<file path="src/rtl/spike_rate_decoder.sv">
// spike_rate_decoder: windowed spike-edge rate and last inter-spike interval, reported on a valid/ready port
module spike_rate_decoder #(
    parameter int WINDOW = 64,
    parameter int RATE_W = 8,
    parameter int ISI_W  = 8
) (
    input  logic              clk,
    input  logic              rst_n,
    input  logic              ena,
    input  logic              spike_in,
    input  logic              out_ready,
    output logic              out_valid,
    output logic [RATE_W-1:0] rate_out,
    output logic [ISI_W-1:0]  isi_out,
    output logic              overrun
);
    localparam int CW = $clog2(WINDOW);

    logic              spike_prev_q, spike_prev_d;
    logic [CW-1:0]     win_cnt_q, win_cnt_d;
    logic [RATE_W-1:0] spk_cnt_q, spk_cnt_d, spk_sum;
    logic [ISI_W-1:0]  isi_cnt_q, isi_cnt_d;
    logic [ISI_W-1:0]  isi_last_q, isi_last_d;
    logic              have_edge_q, have_edge_d;
    logic              out_valid_q, out_valid_d;
    logic [RATE_W-1:0] rate_q, rate_d;
    logic [ISI_W-1:0]  isi_q, isi_d;
    logic              overrun_q, overrun_d;
    logic              spk_edge, win_last, load;

    // Edge detect, window/spike/ISI counting and the result register with its drop-on-busy rule
    always_comb begin
        spk_edge     = spike_in & ~spike_prev_q & ena;
        win_last     = ena && (win_cnt_q == CW'(WINDOW - 1));
        spike_prev_d = spike_in;
        win_cnt_d    = win_last ? '0 : ena ? win_cnt_q + CW'(1) : win_cnt_q;
        spk_sum      = (spk_edge && spk_cnt_q != '1) ? spk_cnt_q + RATE_W'(1) : spk_cnt_q;
        spk_cnt_d    = win_last ? '0 : spk_sum;
        isi_last_d   = (spk_edge && have_edge_q) ? isi_cnt_q : isi_last_q;
        isi_cnt_d    = spk_edge ? ISI_W'(1) : (ena && isi_cnt_q != '1) ? isi_cnt_q + ISI_W'(1) : isi_cnt_q;
        have_edge_d  = have_edge_q | spk_edge;
        load         = win_last && (!out_valid_q || out_ready);
        out_valid_d  = load | (out_valid_q & ~out_ready);
        rate_d       = load ? spk_sum : rate_q;
        isi_d        = load ? isi_last_d : isi_q;
        overrun_d    = overrun_q | (win_last & out_valid_q & ~out_ready);
    end

    // State registers; rst_n is an asynchronous active-high clear
    always_ff @(posedge clk or posedge rst_n) begin
        if (rst_n) begin
            spike_prev_q <= 1'b0;
            win_cnt_q    <= '0;
            spk_cnt_q    <= '0;
            isi_cnt_q    <= '0;
            isi_last_q   <= '0;
            have_edge_q  <= 1'b0;
            out_valid_q  <= 1'b0;
            rate_q       <= '0;
            isi_q        <= '0;
            overrun_q    <= 1'b0;
        end else begin
            spike_prev_q <= spike_prev_d;
            win_cnt_q    <= win_cnt_d;
            spk_cnt_q    <= spk_cnt_d;
            isi_cnt_q    <= isi_cnt_d;
            isi_last_q   <= isi_last_d;
            have_edge_q  <= have_edge_d;
            out_valid_q  <= out_valid_d;
            rate_q       <= rate_d;
            isi_q        <= isi_d;
            overrun_q    <= overrun_d;
        end
    end

    assign out_valid = out_valid_q;
    assign rate_out  = rate_q;
    assign isi_out   = isi_q;
    assign overrun   = overrun_q;
endmodule

</file>
<file path="config.mk">
export PLATFORM = sky130hd
export DESIGN_NAME = spike_rate_decoder
export DESIGN_NICKNAME = d
export VERILOG_FILES = /design/src/rtl/spike_rate_decoder.sv
export SDC_FILE = /design/constraint.sdc
export NUM_CORES = 1
export LEC_CHECK = 0
export CAP_MARGIN = 15
export CELL_PAD_IN_SITES_DETAIL_PLACEMENT = 1
export CELL_PAD_IN_SITES_GLOBAL_PLACEMENT = 2
export CORE_MARGIN = 8
export CORE_UTILIZATION = 41
export CTS_BUF_LIST = sky130_fd_sc_hd__clkbuf_8
export CTS_CLUSTER_DIAMETER = 40
export DETAILED_ROUTE_END_ITERATION = 10
export HOLD_SLACK_MARGIN = 0.12
export PLACE_DENSITY_LB_ADDON = 0.1
export REMOVE_ABC_BUFFERS = 1
export SLEW_MARGIN = 10
export SYNTH_ARGS = -nofsm -noshare
export SYNTH_HDL_FRONTEND = slang
export SYNTH_SLANG_ARGS = --single-unit
</file>
<file path="constraint.sdc">
create_clock -name clk -period 4.5 [get_ports clk]
set_input_delay 1.35 -clock clk [delete_from_list [all_inputs] [get_ports clk]]
set_output_delay 1.35 -clock clk [all_outputs]
set_load 0.05 [all_outputs]
</file>
After elaboration in Yosys (flattened, before gate mapping)
Cells that the tools add are included.
{ "totals": {"ff_bits": 50, "inputBits": 5, "out_inout_bits": 18} }
{ "classes": {"addsub": 3, "eq_ne": 3, "mux": 7, "n_bitwise": 10, "reduce_logical": 9} }
{ "ops": {"columns": ["operator", "count"], "rows": [
  ["2-to-1 mux 8 bit", 5],
  ["adder 8 x 1 -> 8 bit, second input constant", 2],
  ["inequality test 8 bit, second input constant", 2],
  ["2-to-1 mux 6 bit", 2],
  ["adder 6 x 1 -> 6 bit, second input constant", 1],
  ["== test 6 bit, second input constant", 1],
  ["AND 1 bit", 5],
  ["logical AND 1 bit", 5],
  ["nonzero test 2 bit", 2],
  ["OR 1 bit", 3],
  ["NOT 1 bit", 2],
  ["logical NOT 1 bit", 1],
  ["logical OR 1 bit", 1]
]} }

Logic depth before layout (Yosys ltp)
Gate-level depths: netlist (run 1).
{ "logic_depth": {"depth_word": 6, "ltp_mapped": 6, "depth_no_buf": 5} }

Least setup slack after synthesis (run 1)
Ideal clock, no wire load.
{ "synth_path": {"path_type": "input port to flip-flop", "start": "in ena", "end": "reg isi_q[0] (netlist: isi_out[0])", "setup_time_ps": 125, "arrival_time_ps": 2347, "required_time_ps": 4375, "setup_slack_ps": 2028, "cell_stages": 5, "n_path_buf": 1, "cell_sequence": "and3b_1 -> buf_4 -> nand2_4 -> mux2_4 -> mux2_2"} }
{ "synth_between": {"elab_chain_cells": 3, "word_cells_on_any_way": 5, "classes_between": "mux (1); bitwise (1); reduce/logical (3)"} }
{ "synth_lines": {"columns": ["element", "line_no", "source"], "rows": [
  ["from (decl)", "9", "input logic ena,"],
  ["AND 1 bit", "33", "spk_edge = spike_in & ~spike_prev_q & ena;"],
  ["logical AND 1 bit", "39", "isi_last_d = (spk_edge && have_edge_q) ? isi_cnt_q : isi_last_q;"],
  ["2-to-1 mux 8 bit", "39", null],
  ["named net isi_last_d[0]", "23", "logic [ISI_W-1:0] isi_last_q, isi_last_d;"],
  ["to (signal assigned)", "71", "isi_q <= isi_d;"],
  ["to (decl)", "27", "logic [ISI_W-1:0] isi_q, isi_d;"]
]} }
The timed path passes the listed nets, and every way through them passes these cells.
A chain may end at the register's enable or synchronous reset.

Final worst setup path (run 1)
{ "layout_path": {"start": "in ena", "end": "reg rate_q[2] (netlist: rate_out[2])"} }
{ "layout_between": {"elab_chain_cells": 3, "word_cells_on_any_way": 5, "classes_between": "mux (1); bitwise (1); reduce/logical (3)"} }
{ "layout_lines": {"columns": ["element", "line_no", "source"], "rows": [
  ["AND 1 bit", "33", null],
  ["logical AND 1 bit", "37", "spk_sum = (spk_edge && spk_cnt_q != '1) ? spk_cnt_q + RATE_W'(1) : spk_cnt_q;"],
  ["2-to-1 mux 8 bit", "37", null],
  ["to (signal assigned)", "70", "rate_q <= rate_d;"],
  ["to (decl)", "26", "logic [RATE_W-1:0] rate_q, rate_d;"]
]} }
Parallel ways exist; a longest one is shown, timed or not.

==> out/qor.csv, run 1 <==
metric,value,unit
fmax,0.305,GHz
ff2ff_setup_slack,2700,ps
syn_inst,189,
finalSetupViolCount,0,
clock_sinks,50,
whs_path_depth,1,
n_antenna_cell,0,
grt_pass1_vias,1646,
htree_levels,2,
placed_area,2500,sq um
layout-drive-gt1-share,14.9,%
r2r-start,spike_prev_q,
rr_endpoint,rate_out[2],
synth_compound_area_share,7.86,%
rr_worst_depth,4,
whs_endpoint,overrun,
path_delay_family,buffers and inverters,
yosys.area_share.simple,15.1,%
die_h,89.5,um
p_leak,1.18,nW
synth_seq_area_share,56.5,%
cts_root_buf,clkbuf_8,
die_area,8010,sq um
netSwitchingPower,444,uW
yosysTopAreaCell,dfrtp_1,
clk_latency,290,ps
cp.buffers_inverters,1,
p_sw_share,35.0,%
maxSlewViolCount,0,
num_vias,1511,
drc,0,
grt_max_degree,51,
fill_cells,548,
synthMuxAreaShare,13.2,%
grt.total_usage,13.1,%
ys.flop_type,dfrtp_1,
hp-class,register to register,
synthAdderAreaFrac,1.70,%
maxCapViolCount,0,
powerDensity,485,nW/um^2
cts_tree,yes,
wirelength,4650,um
syn_to_final_growth,18.0,%
worstSetupEndpointType,register,
synth-edff-count,0,
hold-worst-slack,486,ps
ys_top_cells_by_count,"dfrtp_1, nor2_1, a21oi_1, nand2_1, mux2_2",
critPathRequiredTime,4680,ps
crit_type,primary input to register,
io_buffers,22,
grt_overflow,0,
min-delay-start,overrun,
synth_cell_type_count,36,
syn_avg_cell_area,11.7,sq um
clock_power_share,20.8,%
final_area,2610,sq um
drtIter0Drc,40,
final.setup.tns,0,ps
crit_path_max_fanout,15,
antenna_found_initial,0,
ir_worst_vdd,0.223,mV
crit_chain,clkdlybuf4s50_1 > nand3b_1 > a211oi_1 > nor2_1 > mux2_2,
p_comb_share,27.4,%
fin_nets,222,
grt_pass1_wl,8070,um
async_reset_ff_share,100,%
cts_setup_buffers,0,
relSlewSlack,45.5,%
fin_skew,5.79,ps
row_count,26,
synth_area,2210,sq um
period_needed,3280,ps
seqPwrFrac,51.8,%
synth-xor-area-share,3.17,%
max-clock-path-buffers,2,
synth_top_family_by_area,simple AND/OR/NAND/NOR gates,
status,finished clean,
tightestPinTransition,814,ps
viasPerCell,5.30,
synth_most_common_cell,dfrtp_1,
gp_congestion,0.775,
synthTopCellsByArea,"dfrtp_1, mux2_4, mux2_2",
slowest_delay,790,ps
yosysWarnings,0,
cts.repair.resized,0,
io_pins,23,
initial_core_util,42.8,%
finalHoldViolCount,0,
ant_nets,0,
hpwlAfterDp,3310,um
core_region_area,5170,sq um
period_share,72.8,%
rsz0062_at_grt,false,
synth_seq_cells,50,
crit_arrival,3460,ps
dr.pass1.iters,4,
ctsHoldBuffers,0,
cts_buffers,5,
start_kind,primary input,
slowest_stage,clkdlybuf4s50_1,
clk_pin_slew,90,ps
wire_per_inst,16.3,um
synth_top_area_share,56.5,%
die-width,89.5,um
cell_internal_pwr,824,uW
-- cells by family after synthesis --
family / count (synthesis)
AND/OR/NAND/NOR: 63
flip-flops: 50
AO/OA/AOI/OAI: 29
multiplexers: 24
buffers and inverters: 12
XOR/XNOR: 8
adder cells (fa/ha/maj): 3
-- worst max path at each step --
stage	cells after the start	slack (ps)	from	end
3_3_place_gp	5	1050	ena	rate_out[7]
2_1_floorplan	3	1580	ena	isi_out[0]
4_1_cts	5	1280	ena	rate_out[7]
5_1_grt	5	1100	ena	rate_out[2]
3_5_place_dp	5	970	ena	rate_out[7]
6_report	5	1220	ena	rate_out[2]
-- per-stage QoR --
stage	utilization, %	setup WS [ps]	power (mW)	cells
2_1_floorplan	-	1580	0.889	183
5_1_grt	50.5	1100	1.35	285
3_3_place_gp	48.3	1050	0.988	276
6_report	50.5	1220	1.27	285
4_1_cts	50.1	1280	1.28	284
3_5_place_dp	48.3	971	1.01	276
-- cell type report --
class	count	area (sq um)	area share (%)
clock buffers	6	82.6	3.16
repair buffers	24	248	9.48
well taps	70	87.6	3.35
inverters	6	22.5	0.862
clock inverters	2	12.5	0.479
multi-input cells	127	908	34.8
flip-flops and latches	50	1250	47.9
-- state kept, by name, summed over array words and instances, names as in the netlist --
signal,flops
have_edge_q,1
isi_cnt_q,8
isi_last_q,8
isi_out,8
out_valid,1
overrun,1
rate_out,8
spike_prev_q,1
spk_cnt_q,8
win_cnt_q,6
-- layout by cell type (no fill, tap or decap), types with 2 or more instances in the layout --
master            n
ha_1              3
and4_1            2
a31oi_1           2
and3_1            3
nand3_1           4
mux2i_1           6
xor2_1            3
nor2b_1           2
nor2_1           16
mux2_4            8
o21ai_0           6
xnor2_1           5
a21oi_1          11
nand2b_1          3
clkdlybuf4s50_1  22
nand2_1          11
clkbuf_8          6
nand4_1           8
mux2_2           10
a211oi_1          3
dfrtp_1          50
o31ai_1           4
inv_1             5
nor3_1            6
-- power groups by stage --
stage	Sequential (mW)	Combinational (mW)	Clock, mW
floorplan	0.702	0.186	0
global placement	0.658	0.329	0
detailed placement	0.665	0.345	0
CTS	0.658	0.347	0.276
global route	0.676	0.386	0.290
finish	0.657	0.347	0.264
-- layer usage --
metal  wire, um  share of wire, %  GRT usage (%)  up-vias
met4         40              0.86           4.38        0
met2       2300                50           21.5       23
met5          0                 0              0        -
met3        197               4.2           3.58        5
met1       2100                45           16.1      760
li1           -                 -              -      723
(Power assumes the default switching activity.)
==> run 2, diff against run 1 <==
- CORE_UTILIZATION: 41 -> 35
- clock period: 4.5 -> 2.6 ns (I/O delays scaled with it)
==> run 2 against run 1 <==
  * Clock power rose by 75%
  * Setup slack got worse by 900 ps
  * Combinational power is 71% higher
  * Global-route usage down 1.4 points
  * Die area is 14% higher
  * Utilization is 7.6 points lower
==> out/qor.csv, run 2 (same netlist as run 1, synthesis figures left out) <==
metric,value,unit
status,finished clean,
path_delay_family,buffers and inverters,
worstSetupEndpointType,primary output,
die_area,9130,sq um
cts_tree,yes,
final_common_cell,dfrtp_1,
io_buffers,22,
finalSetupViolCount,0,
p_leak,1.22,nW
clk_pin_slew,90,ps
whs_endpoint,win_cnt_q[4],
relSlewSlack,59.8,%
most-common-layout-cells,"dfrtp_1, clkdlybuf4s50_1, nor2_1",
ctsHoldBuffers,0,
fin_cells,300,
period_needed,2280,ps
r2r-start,win_cnt_q[0],
grt_pass1_wl,8350,um
wire_per_inst,15.9,um
slowest_delay,830,ps
maxSlewViolCount,0,
grt.total_usage,11.7,%
crit_arrival,1500,ps
clock_sinks,50,
rsz0062_at_grt,false,
start_kind,register,
ff2ff_setup_slack,860,ps
viasPerCell,5.10,
dr.pass1.iters,4,
layout-drive-gt1-share,17.5,%
final.setup.tns,0,ps
cts_setup_buffers,0,
hp-class,register to register,
period_share,87.7,%
row_count,29,
ant_nets,0,
drc,0,
ir_worst_vdd,0.338,mV
cts.repair.resized,0,
crit_type,register to primary output,
whs_path_depth,1,
grt_pass1_vias,1691,
drtIter0Drc,36,
num_vias,1529,
clk_latency,300,ps
finalHoldViolCount,0,
io_pins,23,
fin_nets,230,
n_antenna_cell,0,
rr_worst_depth,5,
core_region_area,6240,sq um
crit_chain,clkdlybuf4s50_1,
rr_endpoint,isi_out[4],
setup_ws,319,ps
fmax,0.439,GHz
cts_root_buf,clkbuf_8,
critPathRequiredTime,1820,ps
max-clock-path-buffers,2,
powerDensity,819,nW/um^2
antenna_found_initial,0,
crit_path_max_fanout,2,
grt_overflow,0,
hold-worst-slack,481,ps
tightestPinTransition,602,ps
syn_to_final_growth,21.0,%
htree_levels,2,
maxCapViolCount,0,
wirelength,4780,um
cp.buffers_inverters,1,
fin_skew,9.41,ps
slowest_stage,clkdlybuf4s50_1,
die_h,95.5,um
min-delay-start,win_cnt_q[4],
hpwlAfterDp,3490,um
dp_worst_setup_slack,135,ps
initial_core_util,35.5,%
grt_max_degree,29,
die-width,95.5,um
gp_congestion,0.751,
placed_cells,292,
cts_buffers,5,
power,2.19,mW
-- run 2: cell types whose count changed in the layout (fill, tap and decap cells not counted) --
cell and change:
buf_4 +8, clkinvlp_4 -1, inv_1 +1
-- run 2: final cells by class --
cell class	instances	area [sq um]
well taps	77	96.3
clock inverters	2	8.76
repair buffers	32	308
multi-input cells	127	908
fillers	678	3560
flip-flops and latches	50	1250
inverters	6	22.5
clock buffers	6	82.6
-- run 2: metal layers --
| metal | share of wire, % | global-route usage, % | vias to the layer above | wire length (um) |
|---|---|---|---|---|
| li1 | - | - | 737 | - |
| met1 | 50 | 15.7 | 761 | 2370 |
| met2 | 45 | 17.9 | 26 | 2140 |
| met3 | 4.8 | 3.54 | 5 | 231 |
| met4 | 0.84 | 2.69 | 0 | 40 |
| met5 | 0 | 0 | - | 0 |
-- run 2: power breakdown --
part / internal (mW) / leakage (nW) / switching, mW
Combinational: 0.260 / 0.527 / 0.335
Clock: 0.211 / 0.0524 / 0.250
Sequential: 0.959 / 0.641 / 0.176
-- run 2: worst max-delay path by stage --
stage,slack [ps],cells past startpoint,start,endpoint
6_report,320,1,isi_out[1],isi_out[1]
5_1_grt,240,1,isi_out[1],isi_out[1]
4_1_cts,300,1,isi_out[2],isi_out[2]
3_5_place_dp,140,5,ena,isi_out[6]
3_3_place_gp,160,5,ena,isi_out[0]
2_1_floorplan,250,3,ena,isi_out[0]
-- run 2: metrics by stage --
| stage | instance area (sq um) | util [%] |
|---|---|---|
| 2_1_floorplan | 2180 | - |
| 3_3_place_gp | 2590 | 41.4 |
| 5_1_grt | 2680 | 42.9 |
| 3_5_place_dp | 2590 | 41.4 |
| 4_1_cts | 2680 | 42.9 |
| 6_report | 2680 | 42.9 |
==> run 3, diff against run 2 <==
- CORE_MARGIN: 8 -> default
==> run 3 against run 2 <==
  * Maximum frequency grew 0.70%
  * Critical path depth is the same
  * Clock power is essentially flat
  * Worst hold slack worse by 0.82 ps
  * Critical path type unchanged
  * Cell count fell by 1.0%
  * Register-to-register slack better by 40 ps
  * Sequential share of layout area increased by 0.18 points
  * Global-route usage rose by 5.0 points
  * Clock skew decreased by 5.3 ps
  * Flip-flop and latch count did not move
  * Die area shrank 27%
==> out/qor.csv, run 3 (same netlist as run 1, synthesis figures left out) <==
metric,value,unit
status,finished clean,
whs_endpoint,win_cnt_q[4],
num_vias,1549,
grt.total_usage,16.7,%
slowest_stage,clkdlybuf4s50_1,
ctsHoldBuffers,0,
rr_worst_depth,5,
worstSetupEndpointType,primary output,
r2r-start,win_cnt_q[1],
clk_pin_slew,90,ps
fmax,0.442,GHz
use_met3,3.67,%
hp-class,register to register,
cts_buffers,5,
grt_overflow,0,
core_region_area,6030,sq um
grt_pass1_wl,8350,um
n_antenna_cell,0,
critPathRequiredTime,1820,ps
fin_nets,229,
die_h,81.5,um
grt_pass1_vias,1715,
max-clock-path-buffers,2,
netSwitchingPower,769,uW
antenna_found_initial,0,
crit_arrival,1480,ps
placed_area,2580,sq um
fin_skew,4.11,ps
clock_sinks,50,
cts_setup_buffers,0,
final_common_cell,dfrtp_1,
relSlewSlack,57.1,%
drtIter0Drc,58,
rr_endpoint,isi_out[3],
gr-usage-met2,27.5,%
ant_nets,0,
tightestPinTransition,644,ps
layout-drive-gt1-share,17.1,%
cts_tree,yes,
crit_type,register to primary output,
row_count,28,
cp.buffers_inverters,1,
period_share,87.1,%
cell_internal_pwr,1.43,mW
grt_max_degree,51,
io_pins,23,
p_comb_share,27.2,%
fill_cells,658,
seqPwrFrac,51.7,%
htree_levels,2,
ff2ff_setup_slack,900,ps
wirelength,4770,um
crit_path_max_fanout,2,
die-width,81.5,um
finalSetupViolCount,0,
clk_latency,300,ps
final.setup.tns,0,ps
cts_root_buf,clkbuf_8,
initial_core_util,36.7,%
most-common-layout-cells,"dfrtp_1, clkdlybuf4s50_1, nor2_1",
utilization,44.3,%
power,2.20,mW
met1_usage,21.5,%
clock_power_share,21.1,%
finalHoldViolCount,0,
maxSlewViolCount,0,
cts.repair.resized,0,
slowest_delay,810,ps
top_usage_layer,met2,
hpwlAfterDp,3300,um
period_needed,2260,ps
gp_congestion,0.743,
whs_path_depth,1,
rsz0062_at_grt,false,
p_leak,1.22,nW
maxCapViolCount,0,
syn_to_final_growth,20.5,%
ir_worst_vdd,0.382,mV
powerDensity,824,nW/um^2
drc,0,
min-delay-start,win_cnt_q[4],
p_sw_share,35.0,%
die_area,6650,sq um
dr.pass1.iters,4,
path_delay_family,buffers and inverters,
start_kind,register,
crit_chain,clkdlybuf4s50_1,
wire_per_inst,16.1,um
io_buffers,22,
final_area,2670,sq um
viasPerCell,5.22,
[run 3: changes by cell type in the layout (fill, tap and decap cells not counted)]
cell | previous run | this run
buf_4 | 9 | 8
[run 3: final cells by class]
cell class | count | area (sq um) | area share [%]
clock inverters | 2 | 8.76 | 0.328
repair buffers | 31 | 300 | 11.3
inverters | 6 | 22.5 | 0.844
clock buffers | 6 | 82.6 | 3.10
flip-flops and latches | 50 | 1250 | 46.9
well taps | 75 | 93.8 | 3.52
multi-input cells | 127 | 908 | 34.1
[run 3: layer usage]
layer / vias to the layer above / wire length, um
met1: 789 / 2260
li1: 734 / -
met5: - / 0
met2: 21 / 2360
met4: 0 / 42
met3: 5 / 109
[run 3: power groups by stage]
stage	Combinational, mW	Clock [mW]	Sequential, mW
2_1_floorplan	0.323	0	1.22
6_report	0.597	0.464	1.14
4_1_cts	0.609	0.483	1.14
3_5_place_dp	0.605	0	1.15
3_3_place_gp	0.581	0	1.14
5_1_grt	0.664	0.509	1.17
[run 3: worst max-delay path by stage]
stage,startpoint,endpoint,cells after the start
final,rate_out[3],rate_out[3],1
after global routing,ena,rate_out[5],5
after floorplan,ena,isi_out[0],3
after detailed placement,ena,rate_out[5],5
after CTS,rate_out[3],rate_out[3],1
after global placement,ena,rate_out[2],5
[run 3: metrics by stage]
stage,instances,setup slack [ps],hold slack [ps]
after global routing,297,239,517
final,297,335,480
after floorplan,183,252,445
after CTS,297,321,483
after global placement,289,137,445
after detailed placement,289,72.8,466
